## src/rtl/sd_controller_pkg.sv

```systemverilog
// Shared AXI constants, chunk geometry and the reader FSM state type for the SD controller.
package sd_controller_pkg;

  localparam logic [1:0]  BURST_INCR  = 2'b01;
  localparam logic [2:0]  SIZE_4B     = 3'b010;
  localparam logic [1:0]  RESP_OKAY   = 2'b00;
  localparam logic [31:0] CHUNK_BYTES = 32'd1024;

  typedef enum logic [1:0] {
    StIdle,
    StAddr,
    StData,
    StFinish
  } sd_axi_reader_state_t;

endpackage

```

## src/rtl/sd_controller_axi_reader.sv

```systemverilog
// AXI4 read master: fetches one 1024-byte chunk into the ping-pong buffer write port.
// Optional watchdog enabled by defining SD_AXI_READER_TIMEOUT_EN.
module sd_controller_axi_reader
  import sd_controller_pkg::*;
#(
  parameter int unsigned BUF_ADDR_WIDTH = 8,
  parameter int unsigned BURST_BEATS    = 16,
  parameter int unsigned TIMEOUT_CYCLES = 4096
) (
  input  logic                      aclk,
  input  logic                      aresetn,
  output logic                      axi_arvalid,
  input  logic                      axi_arready,
  output logic [31:0]               axi_araddr,
  output logic [2:0]                axi_arprot,
  output logic [1:0]                axi_arburst,
  output logic [7:0]                axi_arlen,
  output logic [2:0]                axi_arsize,
  input  logic                      axi_rvalid,
  output logic                      axi_rready,
  input  logic [31:0]               axi_rdata,
  input  logic [1:0]                axi_rresp,
  input  logic                      axi_rlast,
  output logic [BUF_ADDR_WIDTH-1:0] buffer_addr,
  output logic [31:0]               buffer_data,
  output logic                      buffer_we,
  input  logic [31:0]               initial_addr,
  input  logic                      start,
  output logic                      busy,
  output logic                      done,
  output logic                      err
);

  localparam int unsigned NUM_BURSTS = (2 ** BUF_ADDR_WIDTH) / BURST_BEATS;

  sd_axi_reader_state_t      state;
  logic [31:0]               base;
  logic [BUF_ADDR_WIDTH-1:0] burst_idx;
  logic [8:0]                beat;
  logic                      armed;

  logic [31:0] burst_ext, beat_ext, word_idx, next_araddr, start_base;
  logic        last_beat, last_burst, bad_rlast;

  assign axi_arprot  = 3'b000;
  assign axi_arburst = BURST_INCR;
  assign axi_arlen   = 8'(BURST_BEATS - 1);
  assign axi_arsize  = SIZE_4B;

  assign burst_ext   = 32'(burst_idx);
  assign beat_ext    = 32'(beat);
  assign word_idx    = burst_ext * BURST_BEATS + beat_ext;
  assign last_beat   = (beat_ext == BURST_BEATS - 1);
  assign last_burst  = (burst_ext == NUM_BURSTS - 1);
  assign next_araddr = base + (burst_ext + 32'd1) * (BURST_BEATS * 4);
  assign start_base  = initial_addr & ~(CHUNK_BYTES - 32'd1);
  // Burst length is counted locally; rlast only cross-checks the slave.
  assign bad_rlast   = (axi_rlast != last_beat);

`ifdef SD_AXI_READER_TIMEOUT_EN
  logic [31:0] wd_cnt;
`else
  logic unused_timeout;
  assign unused_timeout = ^TIMEOUT_CYCLES;
`endif

  always_ff @(posedge aclk or negedge aresetn) begin
    if (!aresetn) begin
      state       <= StIdle;
      base        <= '0;
      burst_idx   <= '0;
      beat        <= '0;
      armed       <= 1'b0;
      axi_arvalid <= 1'b0;
      axi_araddr  <= '0;
      axi_rready  <= 1'b0;
      buffer_we   <= 1'b0;
      buffer_addr <= '0;
      buffer_data <= '0;
      busy        <= 1'b0;
      done        <= 1'b0;
      err         <= 1'b0;
`ifdef SD_AXI_READER_TIMEOUT_EN
      wd_cnt      <= '0;
`endif
    end else begin
      // Swallows a start that coincides with reset release.
      armed     <= 1'b1;
      buffer_we <= 1'b0;
      done      <= 1'b0;
      unique case (state)
        StIdle: begin
          if (start && armed) begin
            base        <= start_base;
            axi_araddr  <= start_base;
            burst_idx   <= '0;
            err         <= 1'b0;
            busy        <= 1'b1;
            axi_arvalid <= 1'b1;
            state       <= StAddr;
          end
        end
        StAddr: begin
          if (axi_arready) begin
            axi_arvalid <= 1'b0;
            axi_rready  <= 1'b1;
            beat        <= '0;
            state       <= StData;
          end
        end
        StData: begin
          if (axi_rvalid) begin
            buffer_we   <= 1'b1;
            buffer_addr <= word_idx[BUF_ADDR_WIDTH-1:0];
            buffer_data <= axi_rdata;
            beat        <= beat + 9'd1;
            if (axi_rresp[1] || bad_rlast) err <= 1'b1;
            if (last_beat) begin
              axi_rready <= 1'b0;
              if (last_burst) begin
                done  <= 1'b1;
                state <= StFinish;
              end else begin
                burst_idx   <= burst_idx + 1'b1;
                axi_araddr  <= next_araddr;
                axi_arvalid <= 1'b1;
                state       <= StAddr;
              end
            end
          end
        end
        StFinish: begin
          busy  <= 1'b0;
          state <= StIdle;
        end
        default: state <= StIdle;
      endcase
`ifdef SD_AXI_READER_TIMEOUT_EN
      if ((state == StAddr && !axi_arready) || (state == StData && !axi_rvalid)) begin
        if (wd_cnt == TIMEOUT_CYCLES - 1) begin
          wd_cnt      <= '0;
          err         <= 1'b1;
          axi_arvalid <= 1'b0;
          axi_rready  <= 1'b0;
          done        <= 1'b1;
          state       <= StFinish;
        end else begin
          wd_cnt <= wd_cnt + 32'd1;
        end
      end else begin
        wd_cnt <= '0;
      end
`endif
    end
  end

endmodule
```

## config.mk

```make
export PLATFORM = sky130hd
export DESIGN_NAME = sd_controller_axi_reader
export DESIGN_NICKNAME = d
export VERILOG_FILES = /design/src/rtl/sd_controller_pkg.sv /design/src/rtl/sd_controller_axi_reader.sv
export SDC_FILE = /design/constraint.sdc
export NUM_CORES = 1
export LEC_CHECK = 0
export CAP_MARGIN = 20
export CORE_AREA = 4 4 82 160
export CTS_CLUSTER_DIAMETER = 60
export DETAILED_ROUTE_END_ITERATION = 10
export DIE_AREA = 0 0 86 164
export GPL_TIMING_DRIVEN = 1
export PLACE_DENSITY = 0.79
export SYNTH_ARGS = -nofsm -noshare
export SYNTH_HDL_FRONTEND = slang
export SYNTH_SLANG_ARGS = --single-unit
```

## constraint.sdc

```tcl
create_clock -name aclk -period 3.4 [get_ports aclk]
set_clock_uncertainty 0.2 [all_clocks]
set_input_delay 0.85 -clock aclk [delete_from_list [all_inputs] [get_ports aclk]]
set_output_delay 0.85 -clock aclk [all_outputs]
set_load 0.02 [all_outputs]
```

==> results.json <==
{
  "tritoncts": "built",
  "async_reset_ff_share_pct": 100,
  "maxCapViolations": 0,
  "crit_type": "flip-flop to flip-flop",
  "status": "completed",
  "fin_crit_sh_pct": 95.0,
  "grt_usage_pct": 18.7,
  "synth.most_common_cell": "dfrtp_1",
  "setup-tns-final_ps": 0,
  "ys.flop_type": "dfrtp_1",
  "drt-vias-per-instance": 5.32,
  "cts-root-buf": "clkbuf_16",
  "path_max_fanout": 8,
  "total_power_mw": 6.25,
  "synthTopCellsByArea": "dfrtp_1 49%, mux2_2 12%, buf_4 3.5%",
  "ctsLongestPathBuffers": 2,
  "numCtsBuffers": 9,
  "finalSetupViolCount": 0,
  "area_delta_synth_final_pct": 28.9,
  "start_util_pct": 47.1,
  "gr-total-overflow": 0,
  "die_x_um": 86,
  "synth_top_area_cell": "dfrtp_1",
  "synth_top_area_share_pct": 49.3,
  "critPathCaptureType": "flip-flop",
  "synth_area_per_cell_um2": 11.1,
  "hp-class": "flip-flop to flip-flop",
  "hold_viol": 0,
  "ioPinCount": 166,
  "die-area_um2": 14100,
  "first_global_vias": 4276,
  "antenna_found_initial": 0,
  "cts_sinks": 110,
  "num_vias": 4142,
  "htree_levels": 3,
  "synth_area_um2": 5580,
  "yosys_warnings": 0,
  "ir_drop_uv": 467,
  "grt_pass1_wl_mm": 20.7,
  "ys_types": 52,
  "nNetsFinal": 718,
  "path_cells": "and3_1 -> nand3_1 -> nor3_1 -> xor2_1 -> ha_1 -> nand3_1 -> o211ai_1 -> nand4_1 -> xor2_1 -> a211oi_1 -> a21o_1",
  "antenna_left": 0,
  "power_density_nw_per_um2": 868,
  "cp-start-kind": "flip-flop",
  "drt_iter0_drc": 152,
  "fin_crit_ps": 3230,
  "portBuffers": 132,
  "slew_violations": 0,
  "tightestPinTransition_ps": 786,
  "wl_per_cell_um": 16.8,
  "cp.arrival_ps": 3330,
  "die_h_um": 164,
  "yosysSeqAreaShare_pct": 49.3,
  "post-dp-hpwl_mm": 10.0,
  "drc": 0,
  "final_util_pct": 60.8,
  "coreArea_um2": 11800,
  "synth-edff-count": 0,
  "gp_congestion": 0.829,
  "totalWireLength_mm": 13.1,
  "ys_ff_latch": 110,
  "cp_slowest_cell": "o211ai_1",
  "power_leakage_nw": 3.16,
  "max_stage_delay_ps": 610,
  "stdcell_count": 779,
  "first_pass_iters": 4,
  "grt_max_degree": 60,
  "clock.fmax_ghz": 0.309,
  "critPathRequiredTime_ps": 3500,
  "netlist_instances": 502,
  "path_clk_slew_ps": 80,
  "rows": 56,
  "insertion_delay_ps": 350,
  "place_inst": 762,
  "diodes": 0,
  "drive_gt1_share_pct": 15.3,
  "max_slew_margin_pct": 47.6,
  "synth_commonest_cells": "110 x dfrtp_1, 58 x mux2_2, 49 x nand2_1, 33 x o21ai_0, 26 x buf_4",
  "rsz0062_at_grt": "false"
}
==> per-layer routing <==
| metal | track usage [%] | vias up | wire (um) |
|---|---|---|---|
| met1 | 19.7 | 2043 | 4600 |
| li1 | - | 1956 | - |
| met5 | 0 | - | 0 |
| met3 | 2.81 | 24 | 529 |
| met4 | 8.65 | 0 | 322 |
| met2 | 35.3 | 119 | 7600 |
==> logic make-up after synthesis <==
| family | synth area share, % |
|---|---|
| and+or+nand+nor | 11.0 |
| DFF | 49.3 |
| AOI/OAI and AO/OA | 9.19 |
| muxes | 14.0 |
| buffers and inverters | 7.28 |
| xor gates and xnor gates | 5.02 |
| adders and majority gates | 4.08 |
| other | 0.135 |
==> power breakdown <==
part	total, mW	switching, mW	internal [mW]
sequential	2.24	0.391	1.85
clock	1.01	0.502	0.507
combinational	2.99	1.53	1.46
total	6.25	2.43	3.82
==> placed cells by master, fill, tap and decap left out, types with 11 or more instances in the layout <==
cell and instances:
clkdlybuf4s50_1 131, dfrtp_1 109, mux2_2 58, nand2_1 48
o21ai_0 33, nor2_1 24, conb_1 23, xnor2_1 20
nand3_1 17, inv_1 16, ha_1 14, mux2i_1 13
a21oi_1 13, xor2_1 12, buf_4 11
==> state kept, by name, summed over array words and instances, names as in the netlist, 2 cells and up <==
register,count
state,2
base,22
axi_araddr,22
burst_idx,8
beat,9
buffer_data,32
buffer_addr,8
==> layout make-up <==
| class | count | area, um^2 |
|---|---|---|
| Clock buffer | 9 | 225 |
| Clock inverter | 7 | 53.8 |
| Multi-Input combinational cell | 349 | 2510 |
| Inverter | 16 | 60.1 |
| Fill cell | 972 | 4650 |
| Sequential cell | 110 | 2750 |
| Timing Repair Buffer | 143 | 1410 |
| Tap cell | 145 | 181 |
==> critical path: cells and delay by family, from the launching register on <==
family,cells,cell delay [ps]
simple gates,5,930
compound gates,3,950
xor+xnor,2,340
fa+ha+maj,1,340
flops,1,430
==> repair_timing <==
action / CTS / global route
endpoints found under the setup margin: 0 / 3
hold buffers: 0 / 0
setup buffers: 0 / 1
resized for setup: 0 / 1
==> final timing paths <==
kind                                startpoint        endpoint  slack, ps  depth (start not counted)
worst max-delay path              burst_idx[0]  axi_araddr[22]        170                         11
worst min-delay path            buffer_addr[5]  buffer_addr[5]        280                          2
worst max register to register    burst_idx[0]  axi_araddr[22]        170                         11
worst min register to register  buffer_addr[5]  buffer_addr[5]        280                          2
max in group asynchronous              aresetn  buffer_addr[6]       1900                          2
min in group asynchronous              aresetn        base[16]        360                          1
==> metrics by stage <==
stage,setup slack [ps],hold slack (ps),area (um^2)
final,169,280,7200
after global routing,31.8,308,7200
after CTS,93.2,286,7190
after detailed placement,115,269,6910
after global placement,216,264,6910
after floorplan,632,286,5660
Power figures use the tool's default switching activity.
